File: src/rtl/uart_pkg.sv
// Shared types and helpers for the UART transmit buffer: sequencer states,
// byte width and the clocks-per-bit calculation.
package uart_pkg;

    localparam int UART_BYTE_W = 8;

    typedef enum logic [1:0] {
        IDLE  = 2'd0,
        START = 2'd1,
        WAIT  = 2'd2,
        GAP   = 2'd3
    } tx_state_e;

    function automatic int bit_period(input int clk_hz, input int baud);
        return clk_hz / baud;
    endfunction

endpackage

File: src/rtl/uart_sync_fifo.sv
// Single-clock byte FIFO with a combinational head output and an occupancy
// count whose extra bit separates full from empty.
module uart_sync_fifo #(
    parameter int ADDR_W = 4,
    parameter int DATA_W = 8
) (
    input  logic              clk,
    input  logic              rst_n,
    input  logic              push,
    input  logic              pop,
    input  logic [DATA_W-1:0] din,
    output logic [DATA_W-1:0] dout,
    output logic              full,
    output logic              empty,
    output logic [ADDR_W:0]   level
);

    localparam int DEPTH = 2 ** ADDR_W;

    logic [DATA_W-1:0] mem [DEPTH];
    logic [ADDR_W-1:0] wr_ptr_q;
    logic [ADDR_W-1:0] rd_ptr_q;
    logic [ADDR_W:0]   level_q;
    logic              push_ok;
    logic              pop_ok;

    // full/empty come from the registered level, so a push is refused when
    // the FIFO was full at the start of the cycle even if a pop happens too.
    assign push_ok = push && !full;
    assign pop_ok  = pop && !empty;

    assign full  = (level_q == (ADDR_W + 1)'(DEPTH));
    assign empty = (level_q == '0);
    assign level = level_q;
    assign dout  = mem[rd_ptr_q];

    // NOTE: the storage array has no reset; stale entries are never visible
    // because the pointers and level are reset, and leaving it out keeps it RAM-mappable.
    always_ff @(posedge clk) begin
        if (push_ok) begin
            mem[wr_ptr_q] <= din;
        end
    end

    always_ff @(posedge clk or negedge rst_n) begin
        if (!rst_n) begin
            wr_ptr_q <= '0;
            rd_ptr_q <= '0;
            level_q  <= '0;
        end else begin
            if (push_ok) begin
                wr_ptr_q <= wr_ptr_q + ADDR_W'(1);
            end
            if (pop_ok) begin
                rd_ptr_q <= rd_ptr_q + ADDR_W'(1);
            end
            if (push_ok && !pop_ok) begin
                level_q <= level_q + (ADDR_W + 1)'(1);
            end else if (pop_ok && !push_ok) begin
                level_q <= level_q - (ADDR_W + 1)'(1);
            end
        end
    end

endmodule

File: src/rtl/uart_tx_buffer.sv
// Byte queue plus send sequencer feeding the UART transmitter through the
// tx_en / tx_data / tx_finish handshake, with a stuck-transmitter watchdog.
module uart_tx_buffer
    import uart_pkg::*;
#(
    parameter int CLK_Period   = 50000000,
    parameter int Buad_Rate    = 9600,
    parameter int ADDR_W       = 4,
    parameter int GAP_CYC      = 0,
    parameter int TIMEOUT_BITS = 12
) (
    input  logic                   clk,
    input  logic                   rst_n,
    input  logic                   wr_en,
    input  logic [UART_BYTE_W-1:0] wr_data,
    output logic                   full,
    output logic                   empty,
    output logic [ADDR_W:0]        level,
    output logic                   overflow,
    output logic                   tx_timeout,
    input  logic                   clr_err,
    output logic                   busy,
    output logic                   tx_en,
    output logic [UART_BYTE_W-1:0] tx_data,
    input  logic                   tx_finish
);

    localparam int WD_LIMIT = TIMEOUT_BITS * bit_period(CLK_Period, Buad_Rate);
    localparam int WD_W     = (WD_LIMIT > 2) ? $clog2(WD_LIMIT) : 1;
    localparam logic [WD_W-1:0] WD_LAST = WD_W'(WD_LIMIT - 1);
    localparam int GAP_W    = (GAP_CYC > 1) ? $clog2(GAP_CYC) : 1;
    localparam logic [GAP_W-1:0] GAP_LAST = GAP_W'((GAP_CYC > 0) ? GAP_CYC - 1 : 0);

    tx_state_e              state_q;
    logic [WD_W-1:0]        wd_q;
    logic [GAP_W-1:0]       gap_q;
    logic                   tx_en_q;
    logic [UART_BYTE_W-1:0] tx_data_q;
    logic                   overflow_q;
    logic                   timeout_q;
    logic [UART_BYTE_W-1:0] head;
    logic                   pop;
    logic                   timeout_hit;

    assign pop         = (state_q == IDLE) && !empty;
    // A tx_finish arriving on the limit cycle wins over the watchdog.
    assign timeout_hit = (state_q == WAIT) && !tx_finish && (wd_q == WD_LAST);

    uart_sync_fifo #(
        .ADDR_W (ADDR_W),
        .DATA_W (UART_BYTE_W)
    ) u_fifo (
        .clk   (clk),
        .rst_n (rst_n),
        .push  (wr_en),
        .pop   (pop),
        .din   (wr_data),
        .dout  (head),
        .full  (full),
        .empty (empty),
        .level (level)
    );

    // NOTE: all state here updates with non-blocking assignments so every
    // branch sees the values from the start of the cycle, independent of order.
    always_ff @(posedge clk or negedge rst_n) begin
        if (!rst_n) begin
            state_q   <= IDLE;
            wd_q      <= '0;
            gap_q     <= '0;
            tx_en_q   <= 1'b0;
            tx_data_q <= '0;
        end else begin
            tx_en_q <= 1'b0;
            unique case (state_q)
                IDLE: begin
                    if (!empty) begin
                        tx_data_q <= head;
                        tx_en_q   <= 1'b1;
                        state_q   <= START;
                    end
                end
                START: begin
                    // Restart the watchdog; it counts the tx_en cycle itself.
                    wd_q    <= WD_W'(1);
                    state_q <= WAIT;
                end
                WAIT: begin
                    if (tx_finish) begin
                        gap_q   <= '0;
                        state_q <= (GAP_CYC == 0) ? IDLE : GAP;
                    end else if (timeout_hit) begin
                        state_q <= IDLE;
                    end else begin
                        wd_q <= wd_q + WD_W'(1);
                    end
                end
                GAP: begin
                    if (gap_q == GAP_LAST) begin
                        state_q <= IDLE;
                    end else begin
                        gap_q <= gap_q + GAP_W'(1);
                    end
                end
            endcase
        end
    end

    always_ff @(posedge clk or negedge rst_n) begin
        if (!rst_n) begin
            overflow_q <= 1'b0;
            timeout_q  <= 1'b0;
        end else begin
            if (wr_en && full) begin
                overflow_q <= 1'b1;
            end else if (clr_err) begin
                overflow_q <= 1'b0;
            end
            if (timeout_hit) begin
                timeout_q <= 1'b1;
            end else if (clr_err) begin
                timeout_q <= 1'b0;
            end
        end
    end

    assign busy       = (state_q != IDLE);
    assign tx_en      = tx_en_q;
    assign tx_data    = tx_data_q;
    assign overflow   = overflow_q;
    assign tx_timeout = timeout_q;

endmodule

File: config.mk
export PLATFORM = sky130hd
export DESIGN_NAME = uart_tx_buffer
export DESIGN_NICKNAME = d
export VERILOG_FILES = /design/src/rtl/uart_pkg.sv /design/src/rtl/uart_sync_fifo.sv /design/src/rtl/uart_tx_buffer.sv
export SDC_FILE = /design/constraint.sdc
export NUM_CORES = 1
export LEC_CHECK = 0
export CAP_MARGIN = 20
export CORE_MARGIN = 4
export CORE_UTILIZATION = 50
export DETAILED_ROUTE_END_ITERATION = 7
export PLACE_DENSITY = 0.73
export SYNTH_ARGS = -nofsm -noshare
export SYNTH_HDL_FRONTEND = slang
export SYNTH_SLANG_ARGS = --single-unit
File: constraint.sdc
create_clock -name clk -period 3.3 [get_ports clk]
set_input_delay 0.825 -clock clk [delete_from_list [all_inputs] [get_ports clk]]
set_output_delay 0.825 -clock clk [all_outputs]
set_load 0.005 [all_outputs]
# Yosys cells after proc, flatten, opt, wreduce, memory -nomap -nowiden

Memories as Yosys holds them, arrays and structs flattened. A register that Yosys moved wholly into a read port is not among the register bits.
Index checks and enable logic that the tools add are counted.

Add/subtract/negate cells: 6
$mul: 0
Divide/modulo/power cells: 0
Order comparisons: 0
Equal/unequal tests: 11
Shifts and indexed selects: 0
Muxes and demuxes: 20
Bitwise logic cells: 1
Reduce and logical (&&, ||, !) cells: 26

Operators with widths:

| kind                                              | count |
|---|---|
| 2-to-1 mux 16 bit                                 | 2 |
| one-hot mux 16 bit (2 select lines)               | 1 |
| adder 16 x 1 -> 16 bit (second input constant)    | 1 |
| == test 16 bit (second input constant)            | 1 |
| nonzero test 2 bit                                | 6 |
| 2-to-1 mux 5 bit                                  | 2 |
| != test 2 bit (second input constant)             | 5 |
| 2-to-1 mux 1 bit                                  | 9 |
| adder 4 x 1 -> 4 bit (second input constant)      | 2 |
| logical AND 1 bit                                 | 8 |
| 2-to-1 mux 2 bit                                  | 4 |
| one-hot mux 2 bit (4 select lines)                | 1 |
| logical NOT 1 bit                                 | 6 |
| AND reduction 3 bit                               | 2 |
| adder 5 x 1 -> 5 bit (second input constant)      | 1 |
| == test 5 bit (second input constant)             | 1 |
| logical NOT 5 bit                                 | 1 |
| subtractor 5 x 1 -> 5 bit (second input constant) | 1 |
| == test 2 bit (second input constant)             | 2 |
| AND reduction 2 bit                               | 2 |
| != test 3 bit (second input constant)             | 1 |
| == test 2 x 1 -> 1 bit (second input constant)    | 1 |
| logical NOT 2 bit                                 | 1 |
| one-hot mux 1 bit (2 select lines)                | 1 |
| other kinds (2)                                   | 2 |

Register bits: 35
Latch bits: 0
RAM bits: 128
ROM bits: 0
Input port bits: 13
Output and inout port bits: 19
Word-level logic and storage cells: 74
Memories: 1

Memory list:

| name       | depth | bits a word | read ports | clocked after Yosys merged registers in | write ports | RTL line             | text |
|---|---|---|---|---|---|---|---|
| u_fifo.mem | 16    | 8           | 1          | 1                                       | 1           | uart_sync_fifo.sv:20 | `logic [DATA_W-1:0] mem [DEPTH];` |

# Depth between registers and ports, before layout

Word-level depth: 7
Depth in mapped cells: 12
Depth with buffers taken out: 10

# By module

Synthesis repeated with hierarchy kept, for this count alone.

Cell total of the unflattened synthesis: 443
Area total of the unflattened synthesis: 7096.8 um^2

By module, submodules not included:

| module         | instances | cells each | area an instance (um^2) | sequential area each (um^2) |
|---|---|---|---|---|
| uart_sync_fifo | 1         | 322        | 5774.3                  | 4169.0 |
| uart_tx_buffer | 1         | 121        | 1322.5                  | 725.7 |

# Least setup slack after synthesis

No wires, ideal clock.

Kind: reg2reg
From: reg u_fifo.level_q[3], in the netlist u_fifo.level[3]
To: reg u_fifo.level_q[4], in the netlist u_fifo.level[4]
Setup time: 80 ps
Arrival: 2757 ps
Required time: 3220 ps
Path slack: 464 ps
Stages on the path, launching flop included: 13
Path buffers: 2
Clock period less this slack: 2836 ps
Path through: dfrtp_1 or3_1 clkbuf_1 o31a_1 clkbuf_1 inv_1 ha_1 inv_1 fa_1 a21o_1 a21oi_1 mux2i_1 xnor2_1

Longest elaborated chain between the ends: 7
Elaborated cells on any way between the ends: 16
Those cells by class: add/sub: 2; eq/ne: 1; mux: 2; reduce/logical: 11

Ends and longest elaborated chain:

| what                                                          | RTL line             | text |
|---|---|---|
| start, declared                                               | uart_sync_fifo.sv:23 | `logic [ADDR_W:0] level_q;` |
| start signal, assigned                                        | uart_sync_fifo.sv:58 | `level_q <= level_q + (ADDR_W + 1)'(1);` |
| start signal, assigned                                        | uart_sync_fifo.sv:60 | `level_q <= level_q - (ADDR_W + 1)'(1);` |
| logical NOT 5 bit (*)                                         | uart_sync_fifo.sv:33 | `assign empty = (level_q == '0);` |
| logical NOT 1 bit (*)                                         | uart_tx_buffer.sv:45 | `assign pop = (state_q == IDLE) && !empty;` |
| logical AND 1 bit (*)                                         | uart_tx_buffer.sv:45 |  |
| named net pop                                                 | uart_tx_buffer.sv:42 | `logic pop;` |
| logical AND 1 bit (*)                                         | uart_sync_fifo.sv:30 | `assign pop_ok = pop && !empty;` |
| logical NOT 1 bit                                             | uart_sync_fifo.sv:57 | `if (push_ok && !pop_ok) begin` |
| logical AND 1 bit                                             | uart_sync_fifo.sv:57 |  |
| 2-to-1 mux 5 bit / nonzero test 2 bit (equally long branches) | n/a                  |  |

Mark *: on every way through the listed nets, which the timed path passes. The rest lies on a longest branch. The select of a mux whose other input is x is not followed.
A chain may end at the register's enable or synchronous reset.

# Final worst setup path

From: reg u_fifo.level_q[3], in the netlist u_fifo.level[3]
To: out full

Longest elaborated chain between the ends: 1

Ends and longest elaborated chain:

| what          | RTL line             | text |
|---|---|---|
| == test 5 bit | uart_sync_fifo.sv:32 | `assign full = (level_q == (ADDR_W + 1)'(DEPTH));` |
| end, declared | uart_tx_buffer.sv:16 | `output logic full,` |

Every way passes these cells.

==> impl_metrics.json <==
{
  "vias": 3813,
  "numCtsBuffers": 17,
  "clock_skew_ns": 0.00879,
  "cts_root_buf": "clkbuf_16",
  "whs_ns": 0.195,
  "core_mm2": 0.0134,
  "finalWorstSetupSlack_ns": 0.292,
  "initial_core_util_pct": 51.9,
  "synth_nets": 435,
  "hold_viol": 0,
  "drtAntennaViolNets": 0,
  "maxSlewViolCount": 0,
  "grt_max_degree": 43,
  "final_nets": 487,
  "worst_pin_slew_ns": 0.801,
  "area_growth_pct": 17.3,
  "end_kind": "primary output",
  "io_pins": 32,
  "wire_per_inst_um": 20.7,
  "grt_usage_pct": 18.0,
  "cap_violations": 0,
  "synth.avg_cell_area_um2": 16.9,
  "vias_per_cell": 5.85,
  "h-tree-depth": 4,
  "drt_wl_total_um": 13500,
  "cts_resized": 0,
  "critPathArrivalTime_ns": 2.18,
  "path_class": "register to primary output",
  "antenna_found_initial": 0,
  "regArea_mm2": 0.00490,
  "p_leak_nw": 2.81,
  "slowest_delay_ns": 0.58,
  "netlist_area_mm2": 0.00695,
  "die-height_um": 126,
  "ys_types": 40,
  "min_period_ns": 3.01,
  "final.period_utilization_pct": 91.2,
  "ctsHoldBuffers": 0,
  "synth_ff_type": "edfxtp_1",
  "synth-seq-cells": 170,
  "cp_num_buf_inv": 1,
  "cpLargestDelayFamily": "simple AND/OR/NAND/NOR gates",
  "dr.pass1.iters": 7,
  "port_buffers": 31,
  "ir_drop_mv": 0.466,
  "overflow": 0,
  "timing.fmax_mhz": 332,
  "cts_setup_buffers": 0,
  "setup-violations-final": 0,
  "synth_edf_count": 128,
  "async_flop_share_pct": 24.7,
  "crit_chain": "or3_1, nor3_1, clkdlybuf4s50_1",
  "synth_sequential_area_ratio_pct": 70.4,
  "gp_congestion": 0.806,
  "synth_warnings": 0,
  "grt_pass1_wl_um": 21600,
  "place_ws_ns": 0.333,
  "die_w_um": 126,
  "cp_max_fo": 6,
  "tritoncts": "yes",
  "die_area_mm2": 0.0158,
  "row_count": 42,
  "slowest_stage": "clkdlybuf4s50_1",
  "fillers": 1015,
  "hold_class": "primary input to async pin",
  "p_per_area_mw_per_mm2": 848,
  "drtIter0Drc": 394,
  "drc_errors": 0,
  "dpl.cell_count": 619,
  "synthCells": 411,
  "grt_pass1_vias": 3934,
  "cp-start-kind": "register",
  "rsz0062_at_grt": "false",
  "fin_setup_tns_ns": 0,
  "cp.required_ns": 2.47,
  "clk_pin_slew_worst_paths_ns": 0.06,
  "clock_latency_ns": 0.44,
  "drive_gt1_share_pct": 21.4,
  "final_cell_count_no_fill": 652,
  "rrSetupSlack_ns": 0.57,
  "slew-limit-headroom_pct": 46.5,
  "multiInputGateArea_mm2": 0.00194,
  "antennaDiodeCount": 0,
  "outcome": "complete, no violations",
  "cts_sinks": 170,
  "dp.final_hpwl_um": 8660,
  "clock_path_buffers": 2
}
-- synthesized netlist by cell type, types with 2 or more instances --
master / number / area (um2)
o21ai_0: 8 / 40.0
o22ai_1: 16 / 100
o311ai_0: 2 / 17.5
nand2b_1: 5 / 31.3
nor4_1: 4 / 25.0
xor2_1: 2 / 17.5
inv_1: 9 / 33.8
a21oi_1: 15 / 75.1
or4_1: 3 / 22.5
nand4_1: 7 / 43.8
nand2_1: 19 / 71.3
nand3_1: 6 / 30.0
or3_1: 6 / 37.5
mux2i_1: 3 / 30.0
a22o_1: 2 / 17.5
o31a_1: 3 / 26.3
buf_2: 4 / 20.0
mux4_2: 32 / 721
xnor2_1: 13 / 114
nor3_1: 8 / 40.0
edfxtp_1: 128 / 3840
dfrtp_1: 42 / 1050
a21o_1: 2 / 15.0
buf_1: 4 / 15.0
ha_1: 10 / 125
mux2_2: 10 / 113
clkbuf_1: 11 / 41.3
o31ai_1: 4 / 30.0
nor2_1: 22 / 82.6
-- stage by stage --
| step | cell area (um2) | total power [mW] | utilization, % |
|---|---|---|---|
| 6_report | 8150 | 6.91 | 60.8 |
| 5_1_grt | 8150 | 7.27 | 60.8 |
| 4_1_cts | 8130 | 6.96 | 60.7 |
| 3_5_place_dp | 7560 | 5.08 | 56.4 |
| 3_3_place_gp | 7560 | 4.99 | 56.4 |
| 2_1_floorplan | 6950 | 4.34 | - |
-- cells by family after synthesis --
logic type | count (synthesis) | synth area share [%]
DFF | 170 | 70.4
and+or+nand+nor | 87 | 6.48
AOI/OAI and AO/OA | 54 | 4.99
muxes | 45 | 12.4
buffers and inverters | 29 | 1.69
xor gates and xnor gates | 15 | 1.89
adders and majority gates | 11 | 2.09
-- final timing paths --
check / startpoint / to / cells after the start
min: rst_n / overflow / 1
max: u_fifo.level[3] / full / 3
min reg2reg: overflow / overflow / 1
max reg2reg: u_fifo.level[3] / u_fifo.level[4] / 10
min in group clk: overflow / overflow / 1
max in group asynchronous: rst_n / u_fifo.rd_ptr_q[0] / 2
-- sequential cells by signal, summed over array words and instances, names as in the netlist --
register,flops
overflow,1
state_q,2
tx_data,8
tx_en,1
tx_timeout,1
u_fifo.level,5
u_fifo.mem,128
u_fifo.rd_ptr_q,4
u_fifo.wr_ptr_q,4
wd_q,16
-- cells in the final DEF, fill, tap and decap left out, drive strengths merged, types with 8 or more instances in the layout --
cell type	instances
edfxtp	128
dfrtp	42
mux4	32
clkdlybuf4s50	30
buf	23
nor2	22
nand2	19
clkbuf	18
inv	17
o22ai	16
a21oi	15
xnor2	13
mux2	10
ha	10
nor3	8
o21ai	8
-- per-layer routing --
metal	GRT usage (%)	wire (um)	up-vias	part of all wire [%]
li1	-	-	1730	-
met1	23.5	5660	1951	42
met2	29.4	6840	112	51
met3	5.08	826	20	6.1
met4	6.18	194	0	1.4
met5	0	0	-	0
-- where the power goes --
| group | internal, mW | switching (mW) | total [mW] | leakage (nW) |
|---|---|---|---|---|
| logic | 1.07 | 1.01 | 2.08 | 0.858 |
| clock network | 1.01 | 0.878 | 1.89 | 0.277 |
| registers | 2.64 | 0.295 | 2.93 | 1.68 |
-- cell type report --
type / count / share of cell area [%]
Clock inverter: 14 / 1.61
Clock buffer: 18 / 5.39
Timing Repair Buffer: 53 / 6.08
Multi-Input combinational cell: 212 / 23.8
Sequential cell: 170 / 60.1
Inverter: 9 / 0.414
Tap cell: 176 / 2.70
(Power assumes the default switching activity.)
